**src/rtl/rr_arb_ctrl.sv**
```systemverilog
// rr_arb_ctrl: round-robin front end around an external fixed-priority arbiter tree,
// with per-requester holding registers, a registered output stage and a sticky grant error.
module rr_arb_ctrl #(
  parameter int REQ_NUM    = 4,
  parameter int DATA_WIDTH = 8,
  localparam int ID_W      = $clog2(REQ_NUM)
) (
  input  logic                            clk,
  input  logic                            rst_n,
  input  logic [REQ_NUM-1:0]              in_valid,
  output logic [REQ_NUM-1:0]              in_ready,
  input  logic [REQ_NUM*DATA_WIDTH-1:0]   in_data,
  output logic [REQ_NUM-1:0]              arb_req,
  output logic [REQ_NUM-1:0]              arb_prio,
  output logic [REQ_NUM*DATA_WIDTH-1:0]   arb_data,
  input  logic [REQ_NUM-1:0]              arb_gnt,
  input  logic [DATA_WIDTH-1:0]           arb_sel_data,
  output logic                            out_valid,
  input  logic                            out_ready,
  output logic [DATA_WIDTH-1:0]           out_data,
  output logic [ID_W-1:0]                 out_id,
  output logic                            err
);
  logic [REQ_NUM-1:0]            hold_v_q, hold_v_d, prio_q, prio_d, pop, acc;
  logic [REQ_NUM*DATA_WIDTH-1:0] hold_d_q, hold_d_d;
  logic                          out_valid_q, out_valid_d, err_q, err_d;
  logic [DATA_WIDTH-1:0]         out_data_q, out_data_d;
  logic [ID_W-1:0]               out_id_q, out_id_d, gnt_id;
  logic                          load, any_v, one_hot, grant_ok, fire;

  assign load     = ~out_valid_q | out_ready;
  assign any_v    = |hold_v_q;
  assign one_hot  = (arb_gnt != '0) && ((arb_gnt & (arb_gnt - 1'b1)) == '0);
  assign grant_ok = one_hot && ((arb_gnt & ~hold_v_q) == '0);
  assign fire     = load & any_v & grant_ok;
  assign pop      = {REQ_NUM{fire}} & arb_gnt;
  assign in_ready = ~hold_v_q | pop;
  assign acc      = in_valid & in_ready;
  assign hold_v_d = (hold_v_q & ~pop) | acc;

  always_comb begin
    gnt_id   = '0;
    hold_d_d = hold_d_q;
    prio_d   = prio_q;
    for (int i = 0; i < REQ_NUM; i++) begin
      gnt_id = arb_gnt[i] ? ID_W'(i) : gnt_id;
      hold_d_d[i*DATA_WIDTH +: DATA_WIDTH] = acc[i] ? in_data[i*DATA_WIDTH +: DATA_WIDTH]
                                                    : hold_d_q[i*DATA_WIDTH +: DATA_WIDTH];
    end
    // the winner and everything below it lose priority next round
    for (int i = 0; i < REQ_NUM; i++)
      prio_d[i] = fire ? (i > int'(gnt_id)) : prio_q[i];
  end

  assign out_valid_d = fire | (out_valid_q & ~load);
  assign out_data_d  = fire ? arb_sel_data : out_data_q;
  assign out_id_d    = fire ? gnt_id : out_id_q;
  assign err_d       = err_q | (any_v & load & ~grant_ok);

  always_ff @(posedge clk or negedge rst_n) begin
    if (!rst_n) begin
      hold_v_q    <= '0;
      hold_d_q    <= '0;
      prio_q      <= '0;
      out_valid_q <= 1'b0;
      out_data_q  <= '0;
      out_id_q    <= '0;
      err_q       <= 1'b0;
    end else begin
      hold_v_q    <= hold_v_d;
      hold_d_q    <= hold_d_d;
      prio_q      <= prio_d;
      out_valid_q <= out_valid_d;
      out_data_q  <= out_data_d;
      out_id_q    <= out_id_d;
      err_q       <= err_d;
    end
  end

  assign arb_req   = hold_v_q;
  assign arb_data  = hold_d_q;
  assign arb_prio  = prio_q;
  assign out_valid = out_valid_q;
  assign out_data  = out_data_q;
  assign out_id    = out_id_q;
  assign err       = err_q;
endmodule
```
**config.mk**
```make
export PLATFORM = sky130hd
export DESIGN_NAME = rr_arb_ctrl
export DESIGN_NICKNAME = d
export VERILOG_FILES = /design/src/rtl/rr_arb_ctrl.sv
export SDC_FILE = /design/constraint.sdc
export NUM_CORES = 1
export LEC_CHECK = 0
export CELL_PAD_IN_SITES_DETAIL_PLACEMENT = 0
export CELL_PAD_IN_SITES_GLOBAL_PLACEMENT = 2
export CORE_ASPECT_RATIO = 1.75
export CORE_MARGIN = 8
export CORE_UTILIZATION = 23
export DETAILED_ROUTE_END_ITERATION = 10
export PLACE_DENSITY_LB_ADDON = 0.1
export SETUP_SLACK_MARGIN = 0.4
export SKIP_CTS_REPAIR_TIMING = 1
export SYNTH_ARGS = -nofsm -noshare
export SYNTH_HDL_FRONTEND = slang
export SYNTH_SLANG_ARGS = --single-unit
```
**constraint.sdc**
```tcl
create_clock -name clk -period 1.5 [get_ports clk]
set_input_delay 0.225 -clock clk [delete_from_list [all_inputs] [get_ports clk]]
set_output_delay 0.225 -clock clk [all_outputs]
set_load 0.01 [all_outputs]
```
======== Yosys cells after proc, flatten, opt, wreduce, memory -nomap -nowiden ========
Index checks and enable logic that the tools add are counted.
cells by class
  multiplexer cells ....................... 3
  reduce and logical (&&, ||, !) cells .... 6
  bitwise operators ....................... 19
  order comparisons ....................... 3
  $add $sub $neg .......................... 1
operator list
  operator                                                              number
  4-bit bitwise AND                                                     5
  4-bit logical NOT                                                     2
  4-bit NOT                                                             2
  4-bit OR                                                              2
  1-bit bitwise AND                                                     4
  2-bit > comparator (first input constant)                             2
  2-bit 2-to-1 mux                                                      2
  4-bit nonzero test                                                    1
  4-bit OR reduction                                                    1
  4-bit by 1-bit subtractor with 4-bit output (second input constant)   1
  1-bit NOT                                                             3
  1-bit OR                                                              3
  1-bit by 2-bit > comparator with 1-bit output (first input constant)  1
  1-bit logical AND                                                     2
  1-bit 2-to-1 mux                                                      1
word-level totals
  register bits ........................... 51
  input bits .............................. 51

======== Depth between registers and ports, before layout ========
  depth after elaboration ................. 10
  gate-level depth with buffers ........... 6

======== Worst setup path after synthesis ========
OpenSTA, ideal clock, no wires.
  path type ............................... reg2reg
  start point ............................. reg out_valid_q, in the netlist out_valid
  end point ............................... reg hold_d_q[14], in the netlist arb_data[14]
  path slack .............................. -0.231 ns
  required time ........................... 1.372 ns
  clock period less this slack ............ 1.731 ns
  setup time .............................. 0.128 ns
  cell stages (with the launch flop) ...... 6
  data arrival time ....................... 1.603 ns
  path through ............................ dfrtp_1 -> nor2b_1 -> buf_4 -> o41ai_4 -> nand2_2 -> mux2_1
on the way
  cells in the longest elaborated chain, start to end .. 7
ends and longest elaborated chain
  element                         line  RTL
  start: declaration              26    logic out_valid_q, out_valid_d, err_q, err_d;
  start signal: assignment        73    out_valid_q <= out_valid_d;
  1-bit NOT                       31    assign load = ~out_valid_q | out_ready;
  1-bit OR                        31
  1-bit bitwise AND (2 in a row)  35    assign fire = load & any_v & grant_ok;
  4-bit bitwise AND               36    assign pop = {REQ_NUM{fire}} & arb_gnt;
  4-bit OR                        37    assign in_ready = ~hold_v_q | pop;
  net in_ready[1]                 11    output logic [REQ_NUM-1:0] in_ready,
  4-bit bitwise AND               38    assign acc = in_valid & in_ready;
  end signal: assignment          71    hold_d_q <= hold_d_d;
  end: declaration                25    logic [REQ_NUM*DATA_WIDTH-1:0] hold_d_q, hold_d_d;
The timed path passes the listed nets, and every way through them passes these cells.
A chain may end at the register's enable or synchronous reset.

======== Worst setup path in the final report ========
  start point ............................. in out_ready
  end point ............................... reg out_data_q[5], in the netlist out_data[5]
on the way
  cells in the longest elaborated chain, start to end .. 3
ends and longest elaborated chain
  element                         line  RTL
  start: declaration              19    input logic out_ready,
  1-bit OR                        31
  1-bit bitwise AND (2 in a row)  35
  end signal: assignment          74    out_data_q <= out_data_d;
  end: declaration                27    logic [DATA_WIDTH-1:0] out_data_q, out_data_d;
Every way passes these cells.

==> results.cfg <==
[cells_and_area]
nNetsFinal = 327
drive_above_1_share_pct = 46.01
mostFrequentLayoutCell = dfrtp_1
final_cell_mix = dfrtp_1 (48), clkdlybuf4s50_1 (45), mux2_4 (35)
syn_to_final_growth_pct = 84.13
utilization_pct = 42.82
n_antenna_cell = 0

[pwr]
power.switching_mw = 1.329
swShare_pct = 27.80
clkPwrFrac_pct = 22.8
power_mw = 4.780
ir_drop_mv = 0.7063
p_int_mw = 3.452
p_per_area_nw_per_um2 = 1201
leakagePower_nw = 2.130
seqPwrFrac_pct = 40.6
comb_power_share_pct = 36.7

[floorplanning]
core_um2 = 9291
ios = 107
die_y_um = 144.2
die_w_um = 89.27
initial_core_util_pct = 23.26
num_rows = 47
die_area_um2 = 12880

[clock_network]
worst_skew_pair.late_latency_ps = 280
cts_tree = done
cts.clk_slew.worst_paths_ps = 70
clock_sinks = 51
ctsHtreeMaxLevel = 2
cts_buffer_depth = 2
cts_buffers = 5
cts_root_buf = clkbuf_16

[drt]
drt_iter0_markers = 35
drtAntennaViolNets = 0
routed_wl_um = 6581
vias_per_cell = 4.098
first_pass_iters = 4
num_vias = 1631
avgRoutedWirePerCell_um = 16.54
drcViolationCount = 0

[place]
hpwl_um = 5067
io_buffer_count = 105
gp_congestion = 0.6911
place_worst_setup_slack_ps = -748.9

[logic_synthesis]
ys_ff_latch = 51
synthArstFlopShare_pct = 100.0
syn_area_per_cell_um2 = 15.66
synth-edff-count = 0
synth_nets = 189
synth.distinct_cells = 26
synth_area_um2 = 2161
ys.flop_type = dfrtp_1
yosysSeqAreaShare_pct = 59.06
syn_inst = 138
ys_warn_count = 0

[global_routing]
grt_util_all_layers_pct = 10.34
grt_overflow = 0
antenna_found_initial = 0
grt_max_degree = 21
grt_pass1_wl_um = 9942
grt_pass1_vias = 1822

[sta]
relSlewSlack_pct = 64.84
setup_viol = 46
finalWorstSetupSlack_ps = -78.66
fin_crit_sh_pct = 105.2
worstMarginPinSlew_ps = 527.4
rsz0062_at_grt = yes
hold_violations = 0
fmax_mhz = 633.4
finClkSkew_ps = 3.448
layout_min_cycle_time_ps = 1579
slew_violations = 0

[status]
violations = setup timing
outcome = finished with violations

[worst_setup_path]
crit_slowest_cell = clkdlybuf4s50_1
slowest_delay_ps = 450
crit_type = primary input to flop
path_buf_inv = 2
cp_data_arrival_time_ps = 1750
start_kind = primary input
worst-path-stages = 6
required_ps = 1670
crit_fanout = 7
rr_worst_depth = 5
crit_family = buffers and inverters
endpoint_kind = flop
path_cells = clkdlybuf4s50_1 -> nor2b_4 -> buf_6 -> nor2_4 -> o211ai_4 -> mux2_4
reg2reg_setup_slack_ps = -50

[min_path]
holdPathStages = 3
hold_path_class = primary input to flop

[flow_run]
max_cap_viol_count = 0
[power groups by stage]
| stage | clock network (mW) | logic, mW | registers (mW) |
|---|---|---|---|
| 2_1_floorplan | 0 | 0.496 | 2.14 |
| 3_3_place_gp | 0 | 1.78 | 1.95 |
| 3_5_place_dp | 0 | 1.79 | 1.96 |
| 4_1_cts | 1.16 | 1.80 | 1.94 |
| 5_1_grt | 1.20 | 1.88 | 1.99 |
| 6_report | 1.09 | 1.75 | 1.94 |
[Yosys cell counts (2+ instances only)]
| cell | number | area, um^2 |
|---|---|---|
| nand3b_1 | 2 | 15.01 |
| o41ai_4 | 4 | 110.1 |
| mux2_1 | 9 | 101.4 |
| nand2_2 | 2 | 12.51 |
| a21o_1 | 2 | 15.01 |
| nor2_1 | 3 | 11.26 |
| inv_1 | 4 | 15.01 |
| nor4_1 | 2 | 12.51 |
| buf_4 | 5 | 37.54 |
| mux2_4 | 8 | 120.1 |
| mux2_2 | 24 | 270.3 |
| or2b_1 | 2 | 15.01 |
| dfrtp_1 | 51 | 1276 |
| nand2_4 | 2 | 22.52 |
| nand2b_1 | 7 | 43.79 |
[sequential cells by signal, summed over array words and instances (netlist names)]
| name | count |
|---|---|
| arb_data | 32 |
| out_data | 8 |
| arb_req | 4 |
| arb_prio | 3 |
| out_id | 2 |
| err | 1 |
| out_valid | 1 |
[worst paths after layout]
path | endpoint | from
worst max-delay path | out_data[5]$_DFFE_PN0N_ | out_ready
worst min-delay path | arb_prio[3]$_DFFE_PN0N_ | arb_gnt[3]
worst max register to register | arb_data[7]$_DFFE_PN0P_ | out_valid$_DFF_PN0_
worst min register to register | err$_DFF_PN0_ | err$_DFF_PN0_
max in group asynchronous | arb_req[2]$_DFF_PN0_ | rst_n
min in group asynchronous | out_data[4]$_DFFE_PN0N_ | rst_n
[through the flow]
| stage | TNS [ps] | std cells | hold slack (ps) | area, um^2 |
|---|---|---|---|---|
| 2_1_floorplan | -3361 | 138 | -70.59 | 2228 |
| 3_3_place_gp | -28440 | 383 | 235.0 | 3580 |
| 3_5_place_dp | -28730 | 383 | 232.8 | 3580 |
| 4_1_cts | -14460 | 390 | -75.33 | 3712 |
| 5_1_grt | -5125 | 398 | 420.6 | 3979 |
| 6_report | -1863 | 398 | 410.4 | 3979 |
[metal layers]
layer	track usage [%]	vias to the layer above	routed length, um	share of wire (%)
met5	0	-	0	0
met4	3.968	0	104	1.6
met3	5.009	5	625	9.5
met2	17.46	66	3441	52
met1	10.60	800	2409	37
li1	-	760	-	-
[kinds of logic after synthesis]
logic type             after synthesis  share of synthesized area (%)
flip-flops                          51                          59.06
multiplexers                        42                          23.22
buffers and inverters                9                          2.432
AO/OA/AOI/OAI                       12                          8.048
AND/OR/NAND/NOR                     23                          7.064
other                                1                         0.1735
[cell type report]
type                            instances  area (um^2)
Fill cell                             922         5313
Inverter                                4        15.01
Sequential cell                        51         1280
Tap cell                              122        152.6
Timing Repair Buffer                  135         1314
Multi-Input combinational cell         79         1085
Clock buffer                            7        132.6
[tightest hold or removal path: cells and delay by family]
kind                   cells  cell delay (ps)
buffers and inverters      2              290
muxes                      1              150
Note: power is estimated with default switching activity, not from simulation.
